File: src/rtl/ipu_array_divider_pkg.sv
// Shared widths, record types and the restoring-division step for the IPU array divider.
// The pipeline top declares its own stage record with its actual parameter widths.
package ipu_array_divider_pkg;

    localparam int IPU_DIV_A_WIDTH = 8;
    localparam int IPU_DIV_B_WIDTH = 8;

    // Per-stage contents: divisor, partial remainder, and the remaining dividend bits
    // merged with the quotient bits produced so far.
    typedef struct packed {
        logic                       valid;
        logic [IPU_DIV_B_WIDTH-1:0] divisor;
        logic [IPU_DIV_B_WIDTH-1:0] rem;
        logic [IPU_DIV_A_WIDTH-1:0] dq;
    } div_stage_t;

    typedef struct packed {
        logic [IPU_DIV_A_WIDTH-1:0] q;
        logic [IPU_DIV_B_WIDTH-1:0] r;
    } div_result_t;

    // Returns {new_rem, qbit}.
    function automatic logic [IPU_DIV_B_WIDTH:0] div_step(
        input logic [IPU_DIV_B_WIDTH-1:0] rem,
        input logic                       dbit,
        input logic [IPU_DIV_B_WIDTH-1:0] b
    );
        logic [IPU_DIV_B_WIDTH:0] shifted;
        shifted = {rem, dbit};
        if (shifted >= {1'b0, b}) begin
            return {shifted[IPU_DIV_B_WIDTH-1:0] - b, 1'b1};
        end
        return {shifted[IPU_DIV_B_WIDTH-1:0], 1'b0};
    endfunction

endpackage

File: src/rtl/ipu_array_divider_row.sv
// One combinational restoring-division row: shift in a dividend bit, subtract the
// divisor when it fits, and report the resulting quotient bit.
module ipu_array_divider_row #(
    parameter int B_WIDTH = 8
) (
    input  logic [B_WIDTH-1:0] rem_i,
    input  logic               dbit_i,
    input  logic [B_WIDTH-1:0] b_i,
    output logic [B_WIDTH-1:0] rem_o,
    output logic               qbit_o
);

    logic [B_WIDTH:0] shifted;

    assign shifted = {rem_i, dbit_i};
    assign qbit_o  = (shifted >= {1'b0, b_i});

    // When the subtraction happens the result is below b, so the carry-out bit can be dropped.
    assign rem_o = qbit_o ? (shifted[B_WIDTH-1:0] - b_i) : shifted[B_WIDTH-1:0];

endmodule

File: src/rtl/ipu_array_divider_pipe.sv
// Pipelined unsigned restoring divider: one row and one register stage per quotient bit,
// valid/ready on both sides with per-stage ready so bubbles collapse under backpressure.
module ipu_array_divider_pipe
    import ipu_array_divider_pkg::*;
#(
    parameter int A_WIDTH = IPU_DIV_A_WIDTH,
    parameter int B_WIDTH = IPU_DIV_B_WIDTH
) (
    input  logic               clk,
    input  logic               nreset,
    input  logic               clr,
    input  logic               in_valid,
    output logic               in_ready,
    input  logic [A_WIDTH-1:0] a,
    input  logic [B_WIDTH-1:0] b,
    output logic               out_valid,
    input  logic               out_ready,
    output logic [A_WIDTH-1:0] q,
    output logic [B_WIDTH-1:0] r
);

    // The last stage never passes its divisor on, so only the first A_WIDTH-1 stages keep one.
    localparam int DVS_N = (A_WIDTH > 1) ? A_WIDTH - 1 : 1;

    typedef struct packed {
        logic               valid;
        logic [B_WIDTH-1:0] rem;
        logic [A_WIDTH-1:0] dq;
    } stage_t;

    stage_t             stage_q [A_WIDTH];
    stage_t             stage_d [A_WIDTH];
    logic [B_WIDTH-1:0] dvs_q   [DVS_N];
    logic [A_WIDTH:0]   ready;

    logic [B_WIDTH-1:0] row_rem_in  [A_WIDTH];
    logic [A_WIDTH-1:0] row_dq_in   [A_WIDTH];
    logic [B_WIDTH-1:0] row_b       [A_WIDTH];
    logic [B_WIDTH-1:0] row_rem_out [A_WIDTH];
    logic [A_WIDTH-1:0] row_valid_in;
    logic [A_WIDTH-1:0] row_qbit;

    always_comb begin
        ready[A_WIDTH] = out_ready;
        for (int k = A_WIDTH - 1; k >= 0; k--) begin
            ready[k] = ~stage_q[k].valid | ready[k+1];
        end
    end

    assign in_ready = ready[0] & ~clr;

    // Stage 0 works straight from the inputs; later stages from their predecessor's registers.
    always_comb begin
        row_rem_in[0]   = '0;
        row_dq_in[0]    = a;
        row_b[0]        = b;
        row_valid_in[0] = in_valid;
        for (int k = 1; k < A_WIDTH; k++) begin
            row_rem_in[k]   = stage_q[k-1].rem;
            row_dq_in[k]    = stage_q[k-1].dq;
            row_b[k]        = dvs_q[k-1];
            row_valid_in[k] = stage_q[k-1].valid;
        end
    end

    for (genvar k = 0; k < A_WIDTH; k++) begin : g_row
        ipu_array_divider_row #(
            .B_WIDTH (B_WIDTH)
        ) u_row (
            .rem_i  (row_rem_in[k]),
            .dbit_i (row_dq_in[k][A_WIDTH-1]),
            .b_i    (row_b[k]),
            .rem_o  (row_rem_out[k]),
            .qbit_o (row_qbit[k])
        );
    end

    // Consumed dividend MSB falls off the top while the new quotient bit enters at the bottom.
    always_comb begin
        for (int k = 0; k < A_WIDTH; k++) begin
            stage_d[k].valid = row_valid_in[k];
            stage_d[k].rem   = row_rem_out[k];
            stage_d[k].dq    = A_WIDTH'({row_dq_in[k], row_qbit[k]});
        end
    end

    always_ff @(posedge clk or negedge nreset) begin
        if (!nreset) begin
            for (int k = 0; k < A_WIDTH; k++) begin
                stage_q[k] <= '0;
            end
            for (int j = 0; j < DVS_N; j++) begin
                dvs_q[j] <= '0;
            end
        end else if (clr) begin
            for (int k = 0; k < A_WIDTH; k++) begin
                stage_q[k].valid <= 1'b0;
            end
        end else begin
            for (int k = 0; k < A_WIDTH; k++) begin
                if (ready[k]) begin
                    stage_q[k] <= stage_d[k];
                end
            end
            for (int k = 0; k < A_WIDTH - 1; k++) begin
                if (ready[k]) begin
                    dvs_q[k] <= row_b[k];
                end
            end
        end
    end

    assign out_valid = stage_q[A_WIDTH-1].valid;
    assign q         = stage_q[A_WIDTH-1].dq;
    assign r         = stage_q[A_WIDTH-1].rem;

endmodule

File: config.mk
export PLATFORM = sky130hd
export DESIGN_NAME = ipu_array_divider_pipe
export DESIGN_NICKNAME = d
export VERILOG_FILES = /design/src/rtl/ipu_array_divider_pkg.sv /design/src/rtl/ipu_array_divider_row.sv /design/src/rtl/ipu_array_divider_pipe.sv
export SDC_FILE = /design/constraint.sdc
export NUM_CORES = 1
export LEC_CHECK = 0
export ABC_AREA = 1
export CAP_MARGIN = 20
export CORE_ASPECT_RATIO = 1.25
export CORE_MARGIN = 2
export CORE_UTILIZATION = 50
export CTS_CLUSTER_DIAMETER = 40
export DETAILED_ROUTE_END_ITERATION = 6
export PLACE_DENSITY_LB_ADDON = 0.12
export SYNTH_ARGS = -nofsm -noshare
export SYNTH_HDL_FRONTEND = slang
export SYNTH_SLANG_ARGS = --single-unit
File: constraint.sdc
create_clock -name clk -period 4 [get_ports clk]
set_input_delay 0.6 -clock clk [delete_from_list [all_inputs] [get_ports clk]]
set_output_delay 0.6 -clock clk [all_outputs]
set_load 0.02 [all_outputs]
; ---- Yosys cells after proc, flatten, opt, wreduce, memory -nomap -nowiden
; Index checks and enable logic that the tools add are counted.
[totals]
ff_bits = 192
latch_bits = 0
mem_bits_rw = 0
mem_bits_ro = 0
out_inout_bits = 18
word_cells = 105
memories = 0
[op_classes]
addsub = 8
multipliers = 0
div_mod_pow = 0
order_cmp = 8
eq_ne = 0
shift = 0
muxes = 24
n_bitwise = 18
reduce_logical = 16
[ops]
columns = cell, n
row1 = $mux W17, 8
row2 = $mux W8, 8
row3 = $ge A9 B8 Y1, 7
row4 = $sub A8 B8 Y8, 7
row5 = $reduce_and A2 Y1, 8
row6 = $reduce_bool A2 Y1, 8
row7 = $not A1 Y1, 9
row8 = $ge A1 B8 Y1, 1
row9 = $mux W1, 8
row10 = $or A1 B1 Y1, 8
row11 = $sub A1 B8 Y8, 1
row12 = $and A1 B1 Y1, 1

; ---- Logic depth before layout (Yosys ltp)
; Gate-level depths: netlist of run 1.
[logic_depth]
ltp_word = 11
ltp_mapped = 14
depth_no_buf = 14

; ---- Cells and area by module
; A second synthesis of run 1 with hierarchy kept.
[unflattened]
cells_unflattened = 1581
area_unflattened_um2 = 12513.3
[by_module_without_submodules]
columns = mod, n_inst, cells_per_inst, area_each_um2, seq_area_each_um2
row1 = ipu_array_divider_pipe, 1, 711, 7364.6, 4804.6
row2 = ipu_array_divider_row (g_row[0].u_row ...), 4, 109, 651.9, 0.0
row3 = ipu_array_divider_row (g_row[2].u_row ...), 3, 109, 654.4, 0.0
row4 = ipu_array_divider_row (g_row[5].u_row), 1, 107, 578.1, 0.0

; ---- Worst setup path after synthesis of run 1
; OpenSTA, ideal clock, no wires.
[synth_path]
kind = in2out
start = in out_ready
end = out in_ready
t_arrival_ns = 1.406
t_required_ns = 3.400
path_slack_ns = 1.994
stages = 7
n_path_buf = 1
path_cell_list = inv_2 > nand4_4 > nor3_4 > nand4_2 > nand2_4 > inv_4 > buf_6
[synth_between]
elab_chain_len = 9
[synth_rtl]
columns = element, line_no
row1 = from (decl), ipu_array_divider_pipe.sv:17  ; input logic out_ready,
row2 = $or A1 B1 Y1 (8 in a row), ipu_array_divider_pipe.sv:46  ; ready[k] = ~stage_q[k].valid | ready[k+1];
row3 = $and A1 B1 Y1, ipu_array_divider_pipe.sv:50  ; assign in_ready = ready[0] & ~clr;
row4 = to (decl), ipu_array_divider_pipe.sv:13  ; output logic in_ready,
; No other way between the ends.

; ---- Worst setup path in the final report of run 1
; Same ends and word-level chain as after synthesis.

==> results.toml, run 1 <==
[detailed_routing]
drc = 0
drt_first_iter_violations = 425
route.detailed.wl_per_inst_um = 13.4
detail_route.vias_per_cell = 5.02
detailedRoute.firstPassIterationCount = 4
routed-via-count = 8950
postRouteAntennaNets = 0
detail_route.wirelength_um = 23900

[global_route]
grt_first_pass_wirelength_um = 41200
number_of_antenna_violations_at_the_first_check_in_global_routing = 0
track_usage_pct = 22.2
globalRouteOverflowTotal = 0
via_count_of_the_first_global_routing_pass = 8817
largest_net_degree_at_the_start_of_global_routing = 121

[place]
dp_cells = 1750
buffer_ports.inserted = 38
pre_cts_ws_ps = 748
place.gp.congestion = 0.901
dp.final_hpwl_um = 18100

[yosys]
yosysUniqueCellTypes = 40
async_flop_share_pct = 100
synth_nets = 1542
synth-edff-count = 0
yosys_register_bits = 192
syn-cell-area_um2 = 11000
synth_ff_type = "dfrtp_1"
synth_area_per_cell_um2 = 7.56
ys_seq_area_share_pct = 43.6
synthesis.instances = 1456
yosysWarnings = 0

[critical_path]
cp-startpoint = "out_ready"
timing.critical_path.cells = "clkdlybuf4s50_1, inv_2, nand4_4, nor3_4, nand4_2, nand2_4, inv_4, clkdlybuf4s50_1"
crit_top_cell = "clkdlybuf4s50_1"
critical-path-top-delay-family = "buffers and inverters"
critical_path.max_stage_delay_ps = 570
cp_data_arrival_time_ps = 2660
timing.critical_path.from_type = "input pin"
reg2reg_setup_slack_ps = 1930
cp.required_ps = 3400
critical_path_buf_inv_count = 4
path_max_fanout = 31
worst_setup_path_end_kind = "output pin"
worst_r2r_startpoint = "row_rem_in[4]$_DFFE_PN0P_"
slowest_stage = "clkdlybuf4s50_1"
criticalPathCategory = "input pin to output pin"

[run_status]
outcome = "finished clean"

[power]
vdd_ir_drop_max_mv = 0.331
p_leak_nw = 6.54
powerDensity_nw_per_um2 = 662
finalPower_mw = 8.09

[timing]
final.setup.tns_ps = 0
finalHoldViolations = 0
slew_viol_final = 0
setup_viol_count_final = 0
fmax_mhz = 306
rsz_0062_raised_after_global_routing = "false"
clock-skew-final_ps = 20.4
finalWorstPathRequiredPeriod_ps = 3260
tightestPinTransition_ps = 1000
fin_ws_ps = 735
final.period_utilization_pct = 81.6
max_slew_margin_pct = 33.2

[flow_run]
cap_viol_max_count = 0

[clocking]
postCtsSetupRepairBufs = 0
worst_skew_pair_later_pin_latency_ps = 450
postCtsResizedCells = 0
h_tree_levels = 4
cts_buffers = 17
cts_hold_repair.buffers = 0
clock_tree.root_cell = "clkbuf_16"
cts.sinks = 192
clockBufferDepth = 2
tritoncts = "built"
worst_setup_hold_path_clk_slew_ps = 80

[floorplanning]
fp.dieW_um = 137
fp.coreArea_um2 = 21500
floorplan.io_pins = 39
floorplan.die.height_um = 170
floorplan.initialDensity_pct = 51.1
floorplan.die_area_um2 = 23200
row_count = 60

[cells_and_area]
antenna_diode_count = 0
most_common_cell_after_layout_fill_and_taps_aside = "nand2_1"
stdcell_count = 1782
total_number_of_nets_in_the_final_design = 1576
flow.area_growth_from_synthesis_pct = 11.1
drive_gt1_share_pct = 5.79
finalCoreUtilization_pct = 56.8
most_frequent_cells_in_the_layout = "547 x nand2_1, 200 x inv_1, 192 x dfrtp_1, 123 x nand3_1, 78 x o21ai_0"
final.fill_count = 2037

[min_path]
hold_path_class = "input pin to asynchronous set/reset pin"
==> cell families (layout without fill, tap and decap cells) <==
family | Yosys count | after routing | share of synthesized area, %
buffers and inverters | 239 | 286 | 8.96
AO/OA/AOI/OAI | 126 | 126 | 6.02
adder cells (fa/ha/maj) | 65 | 65 | 7.86
AND/OR/NAND/NOR | 815 | 815 | 32.0
XOR/XNOR | 19 | 19 | 1.51
flip-flops | 192 | 192 | 43.6
==> registers in the layout, indices dropped and copies added (netlist names) <==
register      cells
dvs_q            56
out_valid         1
q                 8
r                 8
row_dq_in        56
row_rem_in       56
row_valid_in      7
==> final cells by class <==
type | instances | area, um2 | area share (%)
Sequential cell | 192 | 4800 | 39.3
Clock inverter | 15 | 196 | 1.61
Tap cell | 279 | 349 | 2.85
Inverter | 207 | 779 | 6.37
Multi-Input combinational cell | 1025 | 5220 | 42.7
Clock buffer | 17 | 425 | 3.48
Timing Repair Buffer | 47 | 452 | 3.69
==> through the flow <==
step / hold WS [ps] / cell area [um2]
3_5_place_dp: 458 / 11600
5_1_grt: 368 / 12200
2_1_floorplan: 304 / 11000
6_report: 224 / 12200
4_1_cts: 346 / 12200
3_3_place_gp: 453 / 11600
==> path summary, 6_finish.rpt <==
kind	to	depth (start not counted)
worst max-delay path	in_ready	8
worst min-delay path	r[6]$_DFFE_PN0P_	1
worst max register to register	r[3]$_DFFE_PN0P_	10
worst min register to register	q[7]$_DFFE_PN0P_	2
max in group asynchronous	row_rem_in[39]$_DFFE_PN0P_	2
min in group clk	q[7]$_DFFE_PN0P_	2
==> layer usage <==
metal  GRT usage (%)  vias up  part of all wire, %
met1            25.3     4169                   41
met5               0        -                    0
met2            41.7       94                   55
li1                -     4653                    -
met4            7.74        0                  2.4
met3            3.10       34                  1.7
==> report_power, final <==
part | internal [mW] | switching [mW]
Sequential | 2.38 | 0.318
Combinational | 1.39 | 2.24
Clock | 0.867 | 0.898
Total | 4.63 | 3.46
==> synth_stat cells, types with 2 or more instances <==
cell,number,area (um2)
nand2_2,14,87.6
dfrtp_1,192,4800
xnor2_1,6,52.6
a21oi_1,31,155
fa_1,7,140
inv_1,200,751
nand3_2,2,20.0
xor2_1,13,114
inv_2,5,18.8
clkbuf_1,4,15.0
nand3b_1,34,255
nand2_1,547,2050
ha_1,58,726
nand4_1,13,81.3
buf_6,8,90.1
buf_2,17,85.1
o21ai_0,78,390
a31oi_1,2,12.5
nand3_1,123,616
o21ai_2,7,61.3
nor2_1,57,214
o21ai_1,7,35.0
nor3_1,7,35.0
nand4_2,2,25.0
nor2_2,7,43.8
No activity file was read; power rests on OpenSTA's default activity.
==> run 2: changes to the inputs <==
- clock period: 4 -> 3.3 ns (I/O delays scaled with it)
==> results.toml, run 2 (same netlist as run 1, synthesis figures left out) <==
[timing]
tightestPinTransition_ps = 654
setup_viol_count_final = 0
finalHoldViolations = 0
clock-skew-final_ps = 14.6
finalWorstPathRequiredPeriod_ps = 2750
rsz_0062_raised_after_global_routing = "false"
final.period_utilization_pct = 83.3
worst_hold_slack_ps = 76.1
max_slew_margin_pct = 56.4
slew_viol_final = 0
final.setup.tns_ps = 0
fmax_mhz = 364

[global_route]
track_usage_pct = 22.4
via_count_of_the_first_global_routing_pass = 8982
number_of_antenna_violations_at_the_first_check_in_global_routing = 0
grt_first_pass_wirelength_um = 41700
largest_net_degree_at_the_start_of_global_routing = 81
globalRouteOverflowTotal = 0

[cells_and_area]
most_frequent_cells_in_the_layout = "547 x nand2_1, 200 x inv_1, 192 x dfrtp_1, 123 x nand3_1, 78 x o21ai_0"
total_number_of_nets_in_the_final_design = 1577
drive_gt1_share_pct = 5.85
flow.area_growth_from_synthesis_pct = 11.4
most_common_cell_after_layout_fill_and_taps_aside = "nand2_1"
antenna_diode_count = 0

[detailed_routing]
route.detailed.wl_per_inst_um = 13.4
detailedRoute.firstPassIterationCount = 5
drc = 0
drt_first_iter_violations = 446
postRouteAntennaNets = 0
detail_route.vias_per_cell = 5.05
detail_route.wirelength_um = 24000
routed-via-count = 9003

[power]
finalPower_mw = 9.86
p_leak_nw = 6.55
powerDensity_nw_per_um2 = 804
vdd_ir_drop_max_mv = 0.435

[floorplanning]
floorplan.die_area_um2 = 23200
floorplan.die.height_um = 170
floorplan.initialDensity_pct = 51.1
fp.coreArea_um2 = 21500
floorplan.io_pins = 39
row_count = 60
fp.dieW_um = 137

[place]
place.gp.congestion = 0.882
buffer_ports.inserted = 38
dp.final_hpwl_um = 18500

[clocking]
clockBufferDepth = 2
cts_buffers = 17
worst_skew_pair_later_pin_latency_ps = 450
clock_tree.root_cell = "clkbuf_16"
tritoncts = "built"
cts.sinks = 192
postCtsSetupRepairBufs = 0
postCtsResizedCells = 0
cts_hold_repair.buffers = 0
worst_setup_hold_path_clk_slew_ps = 80
h_tree_levels = 4

[critical_path]
worst_setup_path_end_kind = "output pin"
cp.required_ps = 2800
critical_path.max_stage_delay_ps = 550
criticalPathCategory = "input pin to output pin"
timing.critical_path.from_type = "input pin"
timing.critical_path.cells = "clkdlybuf4s50_1, inv_2, nand4_4, nor3_4, nand4_2, nand2_4, inv_4, clkdlybuf4s50_1"
slowest_stage = "clkdlybuf4s50_1"
critical-path-top-delay-family = "buffers and inverters"
crit_top_cell = "clkdlybuf4s50_1"
path_max_fanout = 15
cp_data_arrival_time_ps = 2250
critical_path_buf_inv_count = 4

[min_path]
hold_path_class = "input pin to asynchronous set/reset pin"

[run_status]
outcome = "finished clean"

[flow_run]
cap_viol_max_count = 0
run 2: cell count changes in the layout (fill, tap and decap cells not counted):
cell       change
inv_6          -1
inv_8          -2
clkinv_4       +2
bufinv_16      +1
inv_12         -1
clkinv_8       +1
buf_12         +1
run 2: per-stage QoR:
step	instance area (um2)	utilization, %	std cells	setup WS [ps]
floorplan	11000	-	1456	1490
global placement	11600	54.0	1751	581
detailed placement	11600	54.0	1751	541
CTS	12300	56.9	1783	533
global route	12300	56.9	1783	404
finish	12300	56.9	1783	553
run 2: report_power, final:
part           switching [mW]  total [mW]  internal, mW
logic                    2.72        4.40          1.68
registers               0.392        3.27          2.88
clock network            1.07        2.19          1.11
total                    4.19        9.86          5.68
run 2: layer usage:
| layer | up-vias | share of wire (%) | global-route usage (%) |
|---|---|---|---|
| met2 | 115 | 53 | 41.3 |
| li1 | 4655 | - | - |
| met4 | 0 | 3.8 | 9.47 |
| met5 | - | 0 | 0 |
| met1 | 4184 | 41 | 25.5 |
| met3 | 49 | 1.7 | 3.40 |
run 2: final cells by class:
type	instances	area, um2
Fill cell	2080	9280
Sequential cell	192	4800
Clock inverter	15	213
Multi-Input combinational cell	1025	5220
Clock buffer	17	425
Inverter	207	779
Timing Repair Buffer	48	472
Tap cell	279	349
run 2: path summary, 6_finish.rpt:
path / end / startpoint / slack, ps / depth (start not counted)
max: in_ready / out_ready / 550 / 8
max reg2reg: r[5]$_DFFE_PN0P_ / row_rem_in[5]$_DFFE_PN0P_ / 1250 / 10
max in group asynchronous: dvs_q[39]$_DFFE_PN0P_ / nreset / 2360 / 2
min: r[5]$_DFFE_PN0P_ / nreset / 80 / 1
min in group clk: row_dq_in[27]$_DFFE_PN0P_ / row_dq_in[34]$_DFFE_PN0P_ / 470 / 2
min reg2reg: row_dq_in[27]$_DFFE_PN0P_ / row_dq_in[34]$_DFFE_PN0P_ / 470 / 2
